[src/rtl/mem_boot_loader.sv]
// Stream-driven boot loader: fills data BRAM then instruction BRAM, stalls the core until done.
// Optional trailing checksum word enabled by defining LOADER_CHECKSUM_EN.
module mem_boot_loader #(
  parameter int DATA_WIDTH  = 32,
  parameter int ADDR_WIDTH  = 10,
  parameter int I_WORDS_MAX = 256,
  parameter int D_WORDS_MAX = 256
) (
  input  logic                  clk,
  input  logic                  rst,
  input  logic                  start,
  input  logic                  s_valid,
  output logic                  s_ready,
  input  logic [DATA_WIDTH-1:0] s_data,
  output logic [ADDR_WIDTH-1:0] i_w_addr,
  output logic [DATA_WIDTH-1:0] i_w_dat,
  output logic                  i_w_enb,
  output logic [ADDR_WIDTH-1:0] d_w_addr,
  output logic [DATA_WIDTH-1:0] d_w_dat,
  output logic                  d_w_enb,
  output logic                  d_init_done,
  output logic                  cpu_stall,
  output logic                  done,
  output logic                  error
);

  typedef enum logic [2:0] {
    S_IDLE,
    S_HEADER,
    S_LOAD_D,
    S_LOAD_I,
`ifdef LOADER_CHECKSUM_EN
    S_CHECK,
`endif
    S_DONE,
    S_ERR
  } state_t;

  localparam logic [16:0] L_I_MAX = 17'(I_WORDS_MAX);
  localparam logic [16:0] L_D_MAX = 17'(D_WORDS_MAX);

  state_t r_state, w_next;

  logic [15:0]           r_idx;
  logic [15:0]           r_i_cnt;
  logic [15:0]           r_d_cnt;
  logic [ADDR_WIDTH-1:0] r_i_w_addr, r_d_w_addr;
  logic [DATA_WIDTH-1:0] r_i_w_dat, r_d_w_dat;
  logic                  r_i_w_enb, r_d_w_enb;
  logic                  r_done, r_stall, r_error;

  logic        w_accept;
  logic        w_start_go;
  logic [15:0] w_hdr_i;
  logic [15:0] w_hdr_d;
  logic        w_last_d;
  logic        w_last_i;
  logic        w_acc_d;
  logic        w_acc_i;
  logic        w_stay_done;

`ifdef LOADER_CHECKSUM_EN
  logic [31:0] r_sum;
`endif

  // Ready is a pure decode of the state register: no path from s_valid.
  always_comb begin
    s_ready = 1'b0;
    case (r_state)
      S_HEADER, S_LOAD_D, S_LOAD_I: s_ready = 1'b1;
`ifdef LOADER_CHECKSUM_EN
      S_CHECK:                      s_ready = 1'b1;
`endif
      default:                      s_ready = 1'b0;
    endcase
  end

  assign w_accept   = s_valid & s_ready;
  assign w_start_go = start & ((r_state == S_IDLE) | (r_state == S_DONE) | (r_state == S_ERR));
  assign w_hdr_i    = s_data[15:0];
  assign w_hdr_d    = s_data[31:16];
  assign w_last_d   = (r_idx == (r_d_cnt - 16'd1));
  assign w_last_i   = (r_idx == (r_i_cnt - 16'd1));
  assign w_acc_d    = w_accept & (r_state == S_LOAD_D);
  assign w_acc_i    = w_accept & (r_state == S_LOAD_I);

  always_comb begin
    w_next = r_state;
    case (r_state)
      S_IDLE: if (start) w_next = S_HEADER;
      S_HEADER: begin
        if (w_accept) begin
          if ((w_hdr_i == 16'd0) || ({1'b0, w_hdr_i} > L_I_MAX) || ({1'b0, w_hdr_d} > L_D_MAX))
            w_next = S_ERR;
          else if (w_hdr_d == 16'd0)
            w_next = S_LOAD_I;
          else
            w_next = S_LOAD_D;
        end
      end
      S_LOAD_D: if (w_accept && w_last_d) w_next = S_LOAD_I;
      S_LOAD_I: begin
        if (w_accept && w_last_i) begin
`ifdef LOADER_CHECKSUM_EN
          w_next = S_CHECK;
`else
          w_next = S_DONE;
`endif
        end
      end
`ifdef LOADER_CHECKSUM_EN
      S_CHECK: if (w_accept) w_next = (s_data[31:0] == r_sum) ? S_DONE : S_ERR;
`endif
      S_DONE:  if (start) w_next = S_HEADER;
      S_ERR:   if (start) w_next = S_HEADER;
      default: w_next = S_IDLE;
    endcase
  end

  // Status flags lag the DONE state by one cycle so they follow the final write pulse.
  assign w_stay_done = (r_state == S_DONE) && (w_next == S_DONE);

  always_ff @(posedge clk or posedge rst) begin
    if (rst) begin
      r_state    <= S_IDLE;
      r_idx      <= '0;
      r_i_cnt    <= '0;
      r_d_cnt    <= '0;
      r_i_w_addr <= '0;
      r_i_w_dat  <= '0;
      r_i_w_enb  <= 1'b0;
      r_d_w_addr <= '0;
      r_d_w_dat  <= '0;
      r_d_w_enb  <= 1'b0;
      r_done     <= 1'b0;
      r_stall    <= 1'b1;
      r_error    <= 1'b0;
    end else begin
      r_state   <= w_next;
      r_done    <= w_stay_done;
      r_stall   <= ~w_stay_done;
      r_error   <= (w_next == S_ERR);
      r_d_w_enb <= w_acc_d;
      r_i_w_enb <= w_acc_i;

      if (r_state == S_HEADER) begin
        r_idx <= '0;
        if (w_accept) begin
          r_i_cnt <= w_hdr_i;
          r_d_cnt <= w_hdr_d;
        end
      end else if (w_acc_d) begin
        r_idx <= w_last_d ? 16'd0 : r_idx + 16'd1;
      end else if (w_acc_i) begin
        r_idx <= r_idx + 16'd1;
      end

      if (w_acc_d) begin
        r_d_w_addr <= {r_idx[ADDR_WIDTH-3:0], 2'b00};
        r_d_w_dat  <= s_data;
      end
      if (w_acc_i) begin
        r_i_w_addr <= {r_idx[ADDR_WIDTH-3:0], 2'b00};
        r_i_w_dat  <= s_data;
      end
    end
  end

`ifdef LOADER_CHECKSUM_EN
  always_ff @(posedge clk or posedge rst) begin
    if (rst)
      r_sum <= '0;
    else if (w_start_go)
      r_sum <= '0;
    else if (w_acc_d || w_acc_i)
      r_sum <= r_sum + s_data[31:0];
  end
`endif

  assign i_w_addr    = r_i_w_addr;
  assign i_w_dat     = r_i_w_dat;
  assign i_w_enb     = r_i_w_enb;
  assign d_w_addr    = r_d_w_addr;
  assign d_w_dat     = r_d_w_dat;
  assign d_w_enb     = r_d_w_enb;
  assign d_init_done = r_done;
  assign done        = r_done;
  assign cpu_stall   = r_stall;
  assign error       = r_error;

endmodule

[config.mk]
export PLATFORM = sky130hd
export DESIGN_NAME = mem_boot_loader
export DESIGN_NICKNAME = d
export VERILOG_FILES = /design/src/rtl/mem_boot_loader.sv
export SDC_FILE = /design/constraint.sdc
export NUM_CORES = 1
export LEC_CHECK = 0
export CORE_ASPECT_RATIO = 1.1
export CORE_MARGIN = 2
export CORE_UTILIZATION = 46
export DETAILED_ROUTE_END_ITERATION = 10
export GPL_ROUTABILITY_DRIVEN = 0
export PLACE_DENSITY = 0.78
export SYNTH_ARGS = -nofsm -noshare
export SYNTH_HDL_FRONTEND = slang
export SYNTH_SLANG_ARGS = --single-unit
[constraint.sdc]
create_clock -name clk -period 4.15 [get_ports clk]
set_input_delay 0.83 -clock clk [delete_from_list [all_inputs] [get_ports clk]]
set_output_delay 0.83 -clock clk [all_outputs]
set_load 0.02 [all_outputs]
=== After elaboration in Yosys (flattened, before gate mapping) ===
Cells that the tools add are included.

* Bits in latches: 0
* ROM bits: 0
* Register bits: 136
* Memories: 0
* Output and inout bits: 91
* Input port bits: 36
* Word-level logic and storage cells: 55
* Bits in writable memories: 0

* Multipliers: 0
* Reduce and logical (&&, ||, !) cells: 12
* Add/sub/neg operators: 3
* Bitwise operators: 4
* Shifts and indexed selects: 0
* Magnitude comparators: 2
* Eq/ne operators: 9
* Muxes and demuxes: 12
* Divide/modulo/power cells: 0

{| class="wikitable"
|+ Operator list
! cell !! number
|-
| $mux W16 || 4
|-
| $eq A16 B16 Y1 || 2
|-
| $gt A16 B9 Y1 const B || 2
|-
| $logic_not A16 Y1 || 2
|-
| $sub A16 B1 Y16 const B || 2
|-
| $add A16 B1 Y16 const B || 1
|-
| $mux W3 || 5
|-
| $eq A3 B3 Y1 const B || 4
|-
| $pmux W3 S4 || 1
|-
| $eq A3 B2 Y1 const B || 2
|-
| $reduce_or A3 Y1 || 2
|-
| $and A1 B1 Y1 || 3
|-
| $eq A3 B1 Y1 const B || 1
|-
| $logic_and A1 B1 Y1 || 3
|-
| $logic_not A3 Y1 || 1
|-
| $reduce_bool A3 Y1 || 1
|-
| $logic_or A1 B1 Y1 || 2
|-
| $mux W1 || 2
|-
| $reduce_and A2 Y1 || 1
|-
| $not A1 Y1 || 1
|}

=== Depth between registers and ports, before layout ===
Gate-level depths: netlist of the first run.

* Word-level depth: 10
* Gate-level depth with buffers: 11
* Mapped depth without buffers: 9

=== Worst setup path before layout of the first run ===
OpenSTA, ideal clock, no wires.

* Kind: register to register
* From: reg r_d_cnt[0]
* To: reg r_idx[7]
* Data required time: 4.007 ns
* Clock period less this slack: 2.839 ns
* Data arrival time: 2.696 ns
* Path slack: 1.311 ns
* Buffers on the path: 2
* Cell stages (with the launch flop): 12
* Setup time: 0.143 ns
* Cells stage by stage: dfrtp_1 inv_1 ha_1 clkbuf_1 or3b_2 nor4b_1 o21ai_0 a221oi_1 o2111ai_4 buf_6 nand4_1 o311ai_2

* Word-level cells in the longest chain between the ends: 5

{| class="wikitable"
|+ Ends and longest elaborated chain
! item !! RTL line !! source
|-
| from (decl) || 46 || <nowiki>logic [15:0] r_d_cnt;</nowiki>
|-
| from (signal assigned) || 150 || <nowiki>r_d_cnt <= w_hdr_d;</nowiki>
|-
| $sub A16 B1 Y16 || 82 || <nowiki>assign w_last_d = (r_idx == (r_d_cnt - 16'd1));</nowiki>
|-
| $eq A16 B16 Y1 || 82 ||
|-
| $mux W16 || 153 || <nowiki>r_idx <= w_last_d ? 16'd0 : r_idx + 16'd1;</nowiki>
|-
| $mux W16 || 152 || <nowiki>end else if (w_acc_d) begin</nowiki>
|-
| $mux W16 || 146 || <nowiki>if (r_state == S_HEADER) begin</nowiki>
|-
| to (signal assigned) || 153 ||
|-
| to (signal assigned) || 155 || <nowiki>r_idx <= r_idx + 16'd1;</nowiki>
|-
| to (decl) || 44 || <nowiki>logic [15:0] r_idx;</nowiki>
|}

Every way passes these cells.
A chain may end at the register's enable or synchronous reset.

=== Worst setup path in the final report of the first run ===
* From: reg r_d_cnt[0]
* To: reg r_idx[13]

The elaborated chain is that of the path after synthesis.

==> results of run 1 <==
## layout by cell type, fill, tap and decap left out, types with 7 or more instances in the layout
master,count
nand2_1,158
dfrtp_1,135
clkdlybuf4s50_1,122
mux2_2,68
xnor2_1,25
nor2_1,20
xor2_1,18
clkbuf_16,17
nor4_1,15
nand3_1,11
nor3_1,11
nand4_1,10
inv_1,9
a21oi_1,9
o21ai_0,7
or4_1,7
or3_1,7
## routing by layer
| metal | global-route usage | vias to the layer above |
|---|---|---|
| met5 | 0 | - |
| met4 | 0.08431 | 0 |
| met3 | 0.04948 | 34 |
| met2 | 0.3930 | 195 |
| met1 | 0.2742 | 2728 |
| li1 | - | 2508 |
## power breakdown
group | leakage [nW] | internal (mW) | switching [mW]
clock | 0.328 | 1.15 | 0.580
sequential | 1.82 | 1.40 | 0.129
combinational | 1.69 | 0.221 | 0.233
## worst max path at each step
| stage | depth (start not counted) | to | startpoint | slack [ns] |
|---|---|---|---|---|
| final | 9 | r_idx[13] | r_d_cnt[0] | 0.91 |
| after global routing | 9 | r_idx[11] | r_d_cnt[0] | 0.71 |
| after CTS | 9 | r_idx[13] | r_d_cnt[0] | 0.91 |
| after detailed placement | 8 | r_idx[13] | s_valid | 0.73 |
| after global placement | 8 | error | s_data[0] | 0.85 |
| after floorplan | 11 | r_idx[7] | r_d_cnt[0] | 1.31 |
## final cells by class
type                       instances  area [um2]  share of cell area
clock buffer                      18       439.2             0.04960
clock inverter                    14       244.0             0.02756
inverter                          11       45.04            0.005088
multi-input combinational        469        3174              0.3585
sequential                       136        3405              0.3845
tap                              192       240.2             0.02713
timing repair buffer             130        1306              0.1475
## per-stage QoR
step / total power, mW / cell area, um2
finish: 3.710 / 8853
global route: 3.855 / 8853
CTS: 3.730 / 8853
detailed placement: 1.988 / 8170
global placement: 1.963 / 8170
floorplan: 1.839 / 6835
## sequential cells by signal, indices dropped and copies added, names as in the netlist, 3 cells and up
signal    count
d_w_dat      32
i_w_dat      32
r_d_cnt      16
r_i_cnt      16
r_idx        16
d_w_addr      8
i_w_addr      8
r_state       3
## logic make-up (layout without fill, tap and decap cells)
group | count (synthesis) | count (layout)
muxes | 73 | 73
DFF | 136 | 136
other | 1 | 4
and+or+nand+nor | 280 | 280
buffers and inverters | 61 | 173
adders and majority gates | 3 | 3
AOI/OAI and AO/OA | 66 | 66
xor gates and xnor gates | 43 | 43
## worst min-delay path, cell delays in order, from the launching register on
cell	delay (ns)
dfrtp_1	0.34
nand2_1	0.05
nand2_1	0.06
==> results.tsv, run 1 <==
stage	metric	value	unit
run_status	outcome	complete, no violations	
floorplanning	initial_core_util	0.4721	
routing	routed.top_layer	met4	
clock_network	clk_path_buf_depth	2	
place	dp_hpwl	11910	um
setup_path	ff2ff_setup_slack	0.91	ns
synthesis	synth_largest_area_cell	dfrtp_1	
floorplanning	die_y	131.7	um
floorplanning	die_x	120.1	um
setup_path	critPathMaxStageDelay	0.53	ns
timing	finalHoldViolCount	0	
cells_and_area	area_delta_synth_final	29.81	%
synthesis	ys_warn_count	0	
setup_path	reg2reg_to	r_idx[13]	
clock_network	cts-root-buf	clkbuf_16	
place	port_buffers	122	
global_routing	grt_pass1_vias	5620	
routing	viasPerCell	5.634	
setup_path	r2r_cells	9	
routing	final_antenna_net_count	0	
synthesis	ys_seq_elements	136	
routing	drc	0	
timing	holdWs	0.4716	ns
routing	num_vias	5465	
routing	dr_wl_met2	9060	um
timing	rsz0062_at_grt	no	
cells_and_area	num_antenna_cells	0	
clock_network	htree_levels	4	
setup_path	cp_slowest_cell	or3b_2	
setup_path	cp.arrival	3.51	ns
synthesis	synth_compound_area_frac	0.08255	
timing	timing.fmax	308.7	MHz
synthesis	syn_inst	663	
global_routing	antenna_found_initial	0	
power	power_leakage	3.830	nW
floorplanning	fp.coreArea	14450	um2
setup_path	required	4.42	ns
setup_path	path_cells	inv_1 -> ha_1 -> or3b_2 -> nor4_1 -> xnor2_1 -> a221oi_1 -> o2111ai_4 -> nand2_4 -> o311ai_1	
cells_and_area	nets	804	
timing	setup_viol_count_final	0	
clock_network	clock_latency	0.42	ns
power	peakVddDrop	306.9	uV
timing	slew_viol_final	0	
place	post-place-ws	0.7301	ns
global_routing	grt_max_degree	49	
clock_network	cts_resized	0	
routing	wl_per_cell	17.87	um
synthesis	synth_common_cells	158 x nand2_1, 135 x dfrtp_1, 68 x mux2_2, 39 x clkbuf_1, 25 x xnor2_1	
timing	worst_slew_pin_slew	1.008	ns
setup_path	cp-end-kind	flop	
clock_network	cts_tree	built	
synthesis	yosys-mux-area-fraction	0.1196	
timing	max-slew-margin-rel	0.3264	
synthesis	synth_top_family_by_area	simple AND/OR/NAND/NOR gates	
min_path	holdPathEnd	i_w_dat[13]	
clock_network	clock_sinks	136	
place	dp.cells	938	
synthesis	synth_edf_count	0	
synthesis	synthSimpleGateAreaFrac	0.1987	
global_routing	grt_usage	0.2263	
clock_network	post_cts_buffers	0	
synthesis	synth_top_area_frac	0.4953	
setup_path	r2r_start	r_d_cnt[0]	
timing	post-route-min-period	3.240	ns
synthesis	synth_xor_xnor_area_share	0.05522	
synthesis	synth_cell_type_count	66	
synthesis	avgSynthCellArea	10.29	um2
synthesis	synth_fa_ha_area_frac	0.005504	
synthesis	synth_area	6820	um2
global_routing	grt_first_pass_wirelength	28640	um
routing	met1Wirelength	6954	um
routing	first_pass_iters	5	
clock_network	clk_pin_slew	0.06	ns
floorplanning	std_cell_rows	46	
synthesis	seq_area_frac_synth	0.4992	
timing	tns	0	ns
clock_network	hold_buffers	0	
clock_network	numCtsBuffers	17	
min_path	hp-class	flop to flop	
setup_path	crit_type	flop to flop	
cells_and_area	final_layout_size_suffix_gt1_frac	0.1761	
synthesis	synth_most_common_cell	nand2_1	
synthesis	ys_dominant_reg_cell	dfrtp_1	
setup_path	cp_top_family	simple AND/OR/NAND/NOR gates	
timing	fin_worst_skew	0.008098	ns
min_path	hp-start	i_w_dat[13]	
routing	drt_wl_total	17340	um
floorplanning	dieArea	15820	um2
setup_path	worst_setup_path_start_kind	flop	
cells_and_area	utilization	0.6129	
timing	fin_crit_sh	0.7806	
cells_and_area	fin_cells	970	
cells_and_area	final.fill_count	1097	
synthesis	async_reset_ff_frac	1.000	
floorplanning	num_io_pins	127	
setup_path	path_buf_inv	1	
synthesis	synth_area_leaders	dfrtp_1 50%, mux2_2 11%, nand2_1 8.7%	
setup_path	cp_max_fo	15	
flow_run	cap_violations	0	
timing	fin_ws	0.9104	ns
routing	drtIter0Drc	363	
global_routing	grt_overflow	0	
power	p_per_area	419.0	nW/um2
min_path	hold_path_depth	2	
routing	wl_met3	967	um
(Power assumes the default switching activity.)
==> run 2, diff against run 1 <==
- PLACE_DENSITY: 0.78 -> 0.75
- clock period: 4.15 -> 3.1 ns (I/O delays scaled with it)
==> run 2 against run 1 <==
Wire length rose by 5.2%. Register-to-register slack got worse by 0.73 ns. Global-route usage rose by 1.3 points. Non-clock buffer count rose by 15. Worst hold slack improved by 0.0071 ns. Count of clock-buffer cells in the layout rose by 4. Clock skew fell by 0.0018 ns. Final area rose by 0.65%. Maximum frequency rose by 11%.
==> results.tsv, run 2 (synthesis results as in run 1) <==
stage	metric	value	unit
run_status	outcome	complete, no violations	
routing	first_pass_iters	5	
timing	timing.fmax	342.5	MHz
clock_network	cts-root-buf	clkbuf_16	
power	clock_power_share	0.435	
clock_network	htree_levels	4	
cells_and_area	nets	819	
min_path	hp-class	flop to flop	
timing	fin_ws	0.1805	ns
setup_path	cp_max_fo	15	
power	p_per_area	531.4	nW/um2
timing	tns	0	ns
timing	max-slew-margin-rel	0.4985	
cells_and_area	area_delta_synth_final	30.65	%
routing	drc	0	
global_routing	antenna_found_initial	0	
power	peakVddDrop	423.5	uV
clock_network	clock_latency	0.42	ns
power	p_sw	1.232	mW
power	intPower	3.504	mW
floorplanning	num_io_pins	127	
clock_network	hold_buffers	0	
place	port_buffers	122	
clock_network	clk_pin_slew	0.06	ns
global_routing	grt_usage	0.2392	
setup_path	cp.arrival	3.24	ns
cells_and_area	fin_cells	984	
routing	viasPerCell	5.591	
power	sequentialPowerShare	0.431	
routing	drtIter0Drc	384	
routing	num_vias	5502	
timing	setup_viol_count_final	0	
cells_and_area	final_layout_size_suffix_gt1_frac	0.1894	
place	dp.cells	952	
flow_run	cap_violations	0	
place	post-place-ws	-0.01810	ns
power	swShare	0.2601	
power	p_total	4.736	mW
floorplanning	die_x	120.1	um
global_routing	grt_first_pass_wirelength	29830	um
global_routing	grt_pass1_vias	5699	
global_routing	grt_overflow	0	
timing	slew_viol_final	0	
timing	worst_slew_pin_slew	0.7507	ns
clock_network	numCtsBuffers	17	
timing	finalHoldViolCount	0	
floorplanning	initial_core_util	0.4721	
setup_path	worst_setup_path_start_kind	flop	
cells_and_area	layout_commonest_cell	nand2_1	
timing	fin_crit_sh	0.9418	
floorplanning	die_y	131.7	um
timing	rsz0062_at_grt	no	
cells_and_area	utilization	0.6168	
cells_and_area	num_antenna_cells	0	
clock_network	cts_tree	built	
routing	wl_per_cell	18.53	um
place	dp_hpwl	12930	um
floorplanning	fp.coreArea	14450	um2
setup_path	cp-end-kind	flop	
routing	final_antenna_net_count	0	
cells_and_area	final_cell_mix	158 x nand2_1, 135 x dfrtp_1, 122 x clkdlybuf4s50_1	
timing	post-route-min-period	2.920	ns
routing	drt_wl_total	18240	um
power	power_leakage	3.885	nW
timing	fin_worst_skew	0.006254	ns
setup_path	required	3.42	ns
power	p_comb_frac	0.134	
clock_network	clk_path_buf_depth	2	
floorplanning	dieArea	15820	um2
global_routing	grt_max_degree	47	
floorplanning	std_cell_rows	46	
setup_path	crit_type	flop to flop	
clock_network	clock_sinks	136	
[run 2: cell count changes in the layout (fill, tap and decap cells not counted), sizes merged]
cell,before,now
buf,8,23
bufinv,6,3
clkbuf,18,22
clkinv,4,6
clkinvlp,3,2
inv,12,9
[run 2: cell type report]
type	count	area [um2]
fillers	1126	5535
flip-flops and latches	136	3405
multi-input cells	469	3181
repair buffers	145	1444
clock buffers	22	474.2
well taps	192	240.2
clock inverters	9	122.6
inverters	11	45.04
[run 2: power by group through the flow]
stage	Combinational (mW)	Clock [mW]	Sequential, mW
global placement	0.603	0	2.06
finish	0.637	2.06	2.04
floorplan	0.471	0	1.99
detailed placement	0.628	0	2.06
global route	0.696	2.16	2.06
CTS	0.636	2.08	2.04
[run 2: what timing repair did]
action / in CTS / in global routing
pin swaps: 1 / 0
setup buffers: 1 / 0
gates resized for setup: 0 / 1
setup endpoints to repair: 7 / 9
[run 2: path summary, 6_finish.rpt]
check / slack [ns] / endpoint / from / depth (start not counted)
setup / recovery: 0.18 / r_idx[12] / r_d_cnt[3] / 8
hold / removal: 0.48 / i_w_dat[14] / i_w_dat[14] / 2
setup reg to reg: 0.18 / r_idx[12] / r_d_cnt[3] / 8
hold reg to reg: 0.48 / i_w_dat[14] / i_w_dat[14] / 2
max in group asynchronous: 1.74 / r_d_cnt[9] / rst / 3
min in group asynchronous: 0.68 / d_w_dat[13] / rst / 2
[run 2: metrics by stage]
stage | area [um2] | hold slack, ns
6_report | 8911 | 0.4787
5_1_grt | 8911 | 0.5059
4_1_cts | 8905 | 0.4774
3_5_place_dp | 8288 | 0.4626
3_3_place_gp | 8288 | 0.4582
2_1_floorplan | 6835 | 0.5022
[run 2: routing by layer]
metal / up-vias / global-route usage / wire [um] / share of wire
li1: 2539 / - / - / -
met1: 2732 / 0.2909 / 7458 / 0.41
met2: 192 / 0.4094 / 9446 / 0.52
met3: 39 / 0.05339 / 874 / 0.048
met4: 0 / 0.09739 / 458 / 0.025
met5: - / 0 / 0 / 0
[run 2: critical path, stage by stage, from the launching register on]
cell and delay, ns:
dfrtp_1 0.46, or4_1 0.70, o41a_1 0.47, a211oi_2 0.24, a211oi_2 0.08, o2111ai_4 0.22
buf_12 0.18, nand2_4 0.14, o311ai_1 0.33
